### config.mk
export PLATFORM = sky130hd
export DESIGN_NAME = mem_bist_engine
export DESIGN_NICKNAME = d
export VERILOG_FILES = /design/src/rtl/mem_bist_pkg.sv /design/src/rtl/mem_bist_pattern.sv /design/src/rtl/mem_bist_engine.sv
export SDC_FILE = /design/constraint.sdc
export NUM_CORES = 1
export LEC_CHECK = 0
export CELL_PAD_IN_SITES_DETAIL_PLACEMENT = 2
export CELL_PAD_IN_SITES_GLOBAL_PLACEMENT = 2
export CORE_ASPECT_RATIO = 2
export CORE_MARGIN = 4
export CORE_UTILIZATION = 28
export CTS_BUF_LIST = sky130_fd_sc_hd__clkbuf_8
export DETAILED_ROUTE_END_ITERATION = 16
export PLACE_DENSITY = 0.89
export SYNTH_ARGS = -nofsm -noshare
export SYNTH_HDL_FRONTEND = slang
export SYNTH_HIERARCHICAL = 1
export SYNTH_SLANG_ARGS = --single-unit
### constraint.sdc
create_clock -name clk -period 3.3 [get_ports clk]
set_input_delay 0.66 -clock clk [delete_from_list [all_inputs] [get_ports clk]]
set_output_delay 0.66 -clock clk [all_outputs]
set_load 0.01 [all_outputs]
### src/rtl/mem_bist_pkg.sv
// mem_bist_pkg
//   Shared types and constants for the memory BIST engine:
//   - state_t   : engine FSM states
//   - FC_*      : fail_code values reported on the fail_code port
//   - MODE_*    : data pattern selectors for the mode port
//   - XOR_SEED  : constant folded into the address-hash patterns
package mem_bist_pkg;

   typedef enum logic [2:0] {
      IDLE,
      FILL,
      WRITE,
      READ,
      DONE,
      FAIL
   } state_t;

   localparam logic [2:0] FC_NONE     = 3'd0;
   localparam logic [2:0] FC_RSVD     = 3'd1;  // reserved, never produced
   localparam logic [2:0] FC_WR_TMO   = 3'd2;  // FILL/WRITE access timed out
   localparam logic [2:0] FC_RD_TMO   = 3'd3;  // READ access timed out
   localparam logic [2:0] FC_MISMATCH = 3'd4;  // read data compare failed
   localparam logic [2:0] FC_ABORT    = 3'd5;  // run aborted

   localparam logic [1:0] MODE_XOR     = 2'd0;  // address-hash byte on every lane
   localparam logic [1:0] MODE_ADDR    = 2'd1;  // address as data
   localparam logic [1:0] MODE_WALK1   = 2'd2;  // walking one by word index
   localparam logic [1:0] MODE_XOR_INV = 2'd3;  // inverse of MODE_XOR

   localparam logic [7:0] XOR_SEED = 8'hC3;

endpackage

### src/rtl/mem_bist_pattern.sv
// mem_bist_pattern
//   Combinational pattern / expected-data generator.
//   Ports:
//     mode      : pattern select (MODE_*)
//     addr      : byte address of the current word
//     idx       : word index of the current word
//     lane_mask : byte lanes written during the pattern phase
//     pattern   : write data for the pattern phase
//     expected  : read-back data; pattern byte on masked lanes, 0xFF on
//                 lanes left untouched since the all-ones fill
module mem_bist_pattern
   import mem_bist_pkg::*;
#(
   parameter int ADDR_W = 23,
   parameter int DATA_W = 32,
   parameter int IDX_W  = 21
)(
   input  logic [1:0]          mode,
   input  logic [ADDR_W-1:0]   addr,
   input  logic [IDX_W-1:0]    idx,
   input  logic [DATA_W/8-1:0] lane_mask,
   output logic [DATA_W-1:0]   pattern,
   output logic [DATA_W-1:0]   expected
);

   localparam int STRB_W = DATA_W / 8;
   // Pad the address to at least 24 bits so the upper slice a[ADDR_W-1:16]
   // always exists; bits beyond the byte are dropped when folded in.
   localparam int AW_P = (ADDR_W < 24) ? 24 : ADDR_W;
   localparam int WIDE = (ADDR_W > DATA_W) ? ADDR_W : DATA_W;

   logic [AW_P-1:0]  a_p;
   logic [AW_P-17:0] a_hi;
   logic [7:0]       xor_byte;
   logic [WIDE-1:0]  a_wide;
   logic [DATA_W-1:0] walk1;

   assign a_p      = AW_P'(addr);
   assign a_hi     = a_p[AW_P-1:16];
   assign xor_byte = a_p[7:0] ^ a_p[15:8] ^ a_hi[7:0] ^ XOR_SEED;
   assign a_wide   = WIDE'(addr);
   assign walk1    = DATA_W'(1) << (32'(idx) % DATA_W);

   always_comb begin
      pattern = '0;
      case (mode)
         MODE_XOR:     pattern = {STRB_W{xor_byte}};
         MODE_ADDR:    pattern = a_wide[DATA_W-1:0];
         MODE_WALK1:   pattern = walk1;
         MODE_XOR_INV: pattern = ~{STRB_W{xor_byte}};
         default:      pattern = '0;
      endcase
   end

   for (genvar k = 0; k < STRB_W; k++) begin : g_lane
      assign expected[k*8 +: 8] = lane_mask[k] ? pattern[k*8 +: 8] : 8'hFF;
   end

endmodule

### src/rtl/mem_bist_engine.sv
// mem_bist_engine
//   Memory BIST engine: fills WORDS words with all-ones, writes a selectable
//   pattern on the latched byte lanes, then reads every word back and
//   compares. One request in flight; a dead cycle separates requests.
//   Ports:
//     clk, reset          : clock, synchronous active-high reset
//     start, abort        : run control
//     mode, lane_mask     : pattern select and pattern-phase byte lanes
//     busy, done, pass    : status
//     fail_code/addr/exp/act : failure report
//     mem_*               : valid/ready memory request port
//     wr_/rd_ fast/slow   : per-access latency histogram counters
//   Build option: define MEM_BIST_LATENCY_STATS_EN to implement the latency
//   counters; otherwise they are tied to zero.
module mem_bist_engine
   import mem_bist_pkg::*;
#(
   parameter int ADDR_W    = 23,
   parameter int DATA_W    = 32,
   parameter int WORDS     = 2097152,
   parameter int TIMEOUT   = 100,
   parameter int LAT_SPLIT = 10,
   parameter int CNT_W     = 24
)(
   input  logic                clk,
   input  logic                reset,
   input  logic                start,
   input  logic                abort,
   input  logic [1:0]          mode,
   input  logic [DATA_W/8-1:0] lane_mask,
   output logic                busy,
   output logic                done,
   output logic                pass,
   output logic [2:0]          fail_code,
   output logic [ADDR_W-1:0]   fail_addr,
   output logic [DATA_W-1:0]   fail_exp,
   output logic [DATA_W-1:0]   fail_act,
   output logic                mem_valid,
   input  logic                mem_ready,
   output logic [ADDR_W-1:0]   mem_addr,
   output logic [DATA_W/8-1:0] mem_wstrb,
   output logic [DATA_W-1:0]   mem_wdata,
   input  logic [DATA_W-1:0]   mem_rdata,
   output logic [CNT_W-1:0]    wr_fast,
   output logic [CNT_W-1:0]    wr_slow,
   output logic [CNT_W-1:0]    rd_fast,
   output logic [CNT_W-1:0]    rd_slow
);

   localparam int STRB_W = DATA_W / 8;
   localparam int IDX_W  = (WORDS > 1) ? $clog2(WORDS) : 1;
   localparam int LAT_W  = $clog2(TIMEOUT + 1);
   localparam logic [IDX_W-1:0]  LAST_IDX  = IDX_W'(WORDS - 1);
   localparam logic [ADDR_W-1:0] ADDR_STEP = ADDR_W'(STRB_W);

   if (TIMEOUT < 1 || LAT_SPLIT < 1 || (DATA_W % 8) != 0) begin : g_bad_params
      $error("mem_bist_engine: illegal parameter combination");
   end

   state_t            state;
   logic [1:0]        mode_q;
   logic [STRB_W-1:0] lane_q;
   logic [IDX_W-1:0]  idx_q;
   logic [LAT_W-1:0]  lat_q;     // valid-high cycles already elapsed
   logic [LAT_W-1:0]  lat_now;   // latency if ready arrives this cycle
   logic [DATA_W-1:0] pat_wdata;
   logic [DATA_W-1:0] pat_exp;

   logic in_run, ack, timeout, start_go, abort_go, mismatch, last_word;

   mem_bist_pattern #(
      .ADDR_W (ADDR_W),
      .DATA_W (DATA_W),
      .IDX_W  (IDX_W)
   ) u_pattern (
      .mode      (mode_q),
      .addr      (mem_addr),
      .idx       (idx_q),
      .lane_mask (lane_q),
      .pattern   (pat_wdata),
      .expected  (pat_exp)
   );

   assign in_run    = (state == FILL) || (state == WRITE) || (state == READ);
   assign lat_now   = lat_q + 1'b1;
   // abort beats a coincident ready: the access is not completed
   assign ack       = in_run && mem_valid && mem_ready && !abort;
   assign timeout   = in_run && mem_valid && !mem_ready && !abort &&
                      (lat_now == LAT_W'(TIMEOUT));
   assign abort_go  = abort && (state != IDLE);
   assign start_go  = start && ((state == IDLE) ||
                      (((state == DONE) || (state == FAIL)) && !abort));
   assign mismatch  = (state == READ) && ack && (mem_rdata != pat_exp);
   assign last_word = (idx_q == LAST_IDX);

   always_ff @(posedge clk) begin
      if (reset) begin
         state     <= IDLE;
         mode_q    <= '0;
         lane_q    <= '0;
         idx_q     <= '0;
         lat_q     <= '0;
         busy      <= 1'b0;
         done      <= 1'b0;
         pass      <= 1'b0;
         fail_code <= FC_NONE;
         fail_addr <= '0;
         fail_exp  <= '0;
         fail_act  <= '0;
         mem_valid <= 1'b0;
         mem_addr  <= '0;
         mem_wstrb <= '0;
         mem_wdata <= '0;
      end else if (start_go) begin
         mode_q    <= mode;
         lane_q    <= lane_mask;
         state     <= FILL;
         busy      <= 1'b1;
         done      <= 1'b0;
         pass      <= 1'b0;
         fail_code <= FC_NONE;
         fail_addr <= '0;
         fail_exp  <= '0;
         fail_act  <= '0;
         mem_valid <= 1'b0;
         mem_addr  <= '0;
         mem_wstrb <= '0;
         mem_wdata <= '0;
         idx_q     <= '0;
         lat_q     <= '0;
      end else if (abort_go) begin
         state     <= FAIL;
         busy      <= 1'b0;
         done      <= 1'b1;
         pass      <= 1'b0;
         fail_code <= FC_ABORT;
         mem_valid <= 1'b0;
         if (in_run) fail_addr <= mem_addr;
      end else if (in_run) begin
         if (!mem_valid) begin
            // Request goes out one cycle after word/phase entry.
            mem_valid <= 1'b1;
            lat_q     <= '0;
            case (state)
               FILL: begin
                  mem_wstrb <= '1;
                  mem_wdata <= '1;
               end
               WRITE: begin
                  mem_wstrb <= lane_q;
                  mem_wdata <= pat_wdata;
               end
               default: begin
                  mem_wstrb <= '0;
                  mem_wdata <= '0;
               end
            endcase
         end else if (timeout) begin
            mem_valid <= 1'b0;
            state     <= FAIL;
            busy      <= 1'b0;
            done      <= 1'b1;
            fail_code <= (state == READ) ? FC_RD_TMO : FC_WR_TMO;
            fail_addr <= mem_addr;
         end else if (ack) begin
            mem_valid <= 1'b0;
            if (mismatch) begin
               state     <= FAIL;
               busy      <= 1'b0;
               done      <= 1'b1;
               fail_code <= FC_MISMATCH;
               fail_addr <= mem_addr;
               fail_exp  <= pat_exp;
               fail_act  <= mem_rdata;
            end else if (last_word) begin
               mem_addr <= '0;
               idx_q    <= '0;
               case (state)
                  FILL:  state <= WRITE;
                  WRITE: state <= READ;
                  default: begin
                     state <= DONE;
                     busy  <= 1'b0;
                     done  <= 1'b1;
                     pass  <= 1'b1;
                  end
               endcase
            end else begin
               mem_addr <= mem_addr + ADDR_STEP;
               idx_q    <= idx_q + 1'b1;
            end
         end else begin
            lat_q <= lat_now;
         end
      end
   end

`ifdef MEM_BIST_LATENCY_STATS_EN
   function automatic logic [CNT_W-1:0] sat_inc(input logic [CNT_W-1:0] v);
      return (&v) ? v : v + 1'b1;
   endfunction

   logic fast_hit;
   assign fast_hit = 32'(lat_now) <= $unsigned(LAT_SPLIT);

   // FILL accesses are not counted; only the pattern write and read-back.
   always_ff @(posedge clk) begin
      if (reset || start_go) begin
         wr_fast <= '0;
         wr_slow <= '0;
         rd_fast <= '0;
         rd_slow <= '0;
      end else if (ack && (state == WRITE)) begin
         if (fast_hit) wr_fast <= sat_inc(wr_fast);
         else          wr_slow <= sat_inc(wr_slow);
      end else if (ack && (state == READ)) begin
         if (fast_hit) rd_fast <= sat_inc(rd_fast);
         else          rd_slow <= sat_inc(rd_slow);
      end
   end
`else
   assign wr_fast = '0;
   assign wr_slow = '0;
   assign rd_fast = '0;
   assign rd_slow = '0;
`endif

endmodule
==> results.toml, run 1 <==
[global_routing]
grt_pass1_vias = 11037
antenna_found_initial = 2
grt_usage_pct = 24.90
grt-ovfl-total = 0
grt_max_degree = 48
grt_pass1_wl_um = 71210

[worst_setup_path]
crit_arrival_ps = 4230
crit_path_top_delay_cell = "xnor3_2"
crit_type = "flip-flop to flip-flop"
slowest_delay_ps = 460
critPathMaxFanout = 7
cp.required_ps = 3740
crit_path_cell_trace = "xnor3_2 -> mux2i_4 -> nand4_1 -> xnor2_2 -> nand4_1 -> nor4_2 -> buf_4 -> a211o_4 -> buf_12 -> o311a_4 -> buf_6 -> nand3_2 -> o21ai_1"
endpoint_kind = "flip-flop"
worstSetupStartpointType = "flip-flop"
critPathMostFrequentCell = "nand4_1"

[clock_tree]
ctsHtreeMaxLevel = 4
worstSkewPairLatency_ps = 530
clock-sinks = 186
clock_path_buffers = 2
clockRootBuffer = "clkbuf_8"
clkSlewWorstSetupHoldPaths_ps = 120
cts_buffers = 17
postCtsHoldBufs = 0
cts_tree = "done"

[synthesis]
yosys-top-cells-area = "dfxtp_1 39%, buf_4 7.9%, mux2i_1 7.4%"
yosysTopAreaCellShare_pct = 38.56
netlist_area_um2 = 9656
postSynthCellCount = 1119
yosys_register_bits = 186
avgSynthCellArea_um2 = 8.629
synth_warnings = 6
synth_edf_count = 0
yosysSeqAreaShare_pct = 38.56
synthArstFlopShare_pct = 0
synth_ff_type = "dfxtp_1"
yosysTopAreaCell = "dfxtp_1"
synth_cell_types = 61

[timing]
worst_pin_slew_ps = 739.1
skew_ps = 23.95
whs_ps = 473.1
fmax_mhz = 263.3
hold_viol_final = 0
period_minus_slack_ps = 3798
fin_ws_ps = -498.5
setup_viol = 136
finalCritPeriodShare_pct = 115.1
max-slew-margin-rel_pct = 50.51
finalSetupTns_ps = -47810
rsz0062_at_grt = "true"
drv_slew = 0

[power]
peakVddDrop_mv = 0.2646
power.density_nw_per_um2 = 336.8
p_leak_nw = 5.703
finalPower_mw = 4.873

[route]
via_count = 10454
firstDrtPassIters = 6
drt_iter0_drc = 796
avgRoutedWirePerCell_um = 30.76
drc = 0
viasPerCell = 5.531
antenna_left = 0
finalWirelength_um = 58140

[place]
place_area_um2 = 12510
place_congestion = 0.9345
place_hpwl_um = 35820
port_buffers = 191

[floorplan]
die_w_um = 139.3
core-area_um2 = 34230
die_h_um = 270.6
rows = 96
initial_utilization_pct = 28.21
ios = 292
die-area_um2 = 37700

[run_status]
status = "finished with violations"
violations = "setup timing"

[layout]
drive_gt1_share_pct = 26.12
nets = 1481
fillers = 3630
area_growth_pct = 49.88
fin_area_um2 = 14470

[run]
cap_violations = 0

[min_path]
hp-class = "flip-flop to flip-flop"
metrics by stage:
| step | std cells | worst slack [ps] | utilization [%] |
|---|---|---|---|
| after detailed placement | 1814 | -460.8 | 36.56 |
| final | 1890 | -498.5 | 42.27 |
| after floorplan | 1222 | 233.7 | - |
| after CTS | 1860 | -101.1 | 38.87 |
| after global routing | 1890 | -577.8 | 42.27 |
| after global placement | 1814 | -386.8 | 36.56 |
layer usage:
metal,track usage (%),routed length [um]
met5,0,0
met4,19.23,6258
met3,3.962,2893
met2,48.18,30870
met1,22.37,18120
synth_stat cells, types with 5 or more instances:
library cell	count
and2_1	6
xnor3_1	7
xnor2_1	40
buf_4	101
clkbuf_1	34
xor2_1	30
nand3_1	64
nand4_1	30
a32oi_1	5
a21oi_1	48
o21ai_0	29
o211ai_1	23
mux2i_1	71
a21oi_2	6
buf_6	5
o31ai_1	6
nand2b_1	7
nor2_1	156
buf_2	19
o2111ai_1	14
and3_1	18
mux2i_4	7
or4_1	6
nor3_1	46
nand2_1	77
buf_1	11
nor2b_1	7
dfxtp_1	186
power by group:
part | leakage, nW | switching (mW) | internal (mW)
logic | 3.99 | 0.524 | 0.346
registers | 1.51 | 0.0505 | 2.28
clock network | 0.205 | 0.995 | 0.675
total | 5.70 | 1.57 | 3.30
critical path, delay by kind of cell, from the launching register on:
| family | cells | cell delay (ps) |
|---|---|---|
| AO/OA/AOI/OAI | 3 | 740 |
| flip-flops | 1 | 360 |
| AND/OR/NAND/NOR | 4 | 930 |
| multiplexers | 1 | 320 |
| buffers and inverters | 3 | 500 |
| XOR/XNOR | 2 | 820 |
path summary, 6_finish.rpt:
path / start / end / slack, ps / cells past startpoint
hold / removal: fail_addr[14] / fail_addr[14] / 470 / 2
setup / recovery: mem_addr[21] / fail_addr[17] / -500 / 13
setup reg to reg: mem_addr[21] / fail_addr[17] / -500 / 13
hold reg to reg: fail_addr[14] / fail_addr[14] / 470 / 2
flip-flops by register name (all words and copies together), names as in the netlist:
signal,cells
busy,1
done,1
fail_act,32
fail_addr,21
fail_code,3
fail_exp,32
idx_q,21
lane_q,4
lat_q,7
mem_addr,21
mem_valid,1
mem_wdata,32
mem_wstrb,4
mode_q,2
pass,1
state,3
cell type report:
cell class / instances / area [um^2] / share of cell area, %
Clock inverter: 15 / 150.1 / 1.038
Sequential cell: 186 / 3736 / 25.82
Timing Repair Buffer: 362 / 3618 / 25.00
Inverter: 4 / 15.01 / 0.1038
Antenna cell: 2 / 5.005 / 0.03458
Clock buffer: 17 / 234.0 / 1.617
Tap cell: 441 / 551.8 / 3.813
Multi-Input combinational cell: 863 / 6161 / 42.57
timing repair:
item | in CTS | in global routing
resized for setup | 60 | 190
pin swaps | 20 | 71
setup buffers | 13 | 17
setup endpoints to repair | 136 | 136
cloned | 1 | 11
endpoints found under the hold margin | 0 | 0
cells by family after synthesis:
family / after synthesis / share of synthesized area (%)
simple gates: 447 / 22.22
buf+inv: 174 / 11.33
mux: 79 / 9.136
flops: 186 / 38.56
xor+xnor: 77 / 7.982
fa+ha+maj: 4 / 0.5184
other cells: 1 / 0.03884
compound gates: 151 / 10.21
cells in the final DEF, fill, tap and decap left out, types with 9 or more instances in the layout:
cell,netlist,routed
buf_4,101,130
xor2_1,30,18
xnor2_2,0,9
and3_1,18,18
buf_6,5,14
o21ai_1,2,14
nand3_2,0,20
xnor2_1,40,29
xor2_2,0,12
o211ai_1,23,23
o21ai_2,0,9
buf_12,0,10
mux2i_1,71,64
dfxtp_1,186,178
clkdlybuf4s50_1,0,191
conb_1,1,104
a21oi_1,48,45
nand4_1,30,30
nor2_4,1,27
nand2_1,77,75
nand3_1,64,38
nor3_1,46,45
clkbuf_8,0,17
nor2_1,156,124
No activity file was read; power rests on OpenSTA's default activity.
==> run 2: changes to the inputs <==
- CAP_MARGIN: default -> 15
- HOLD_SLACK_MARGIN: default -> 0.03
==> results of run 2 <==
Same layout as run 1: the final DEF is identical, and so are final timing and power.
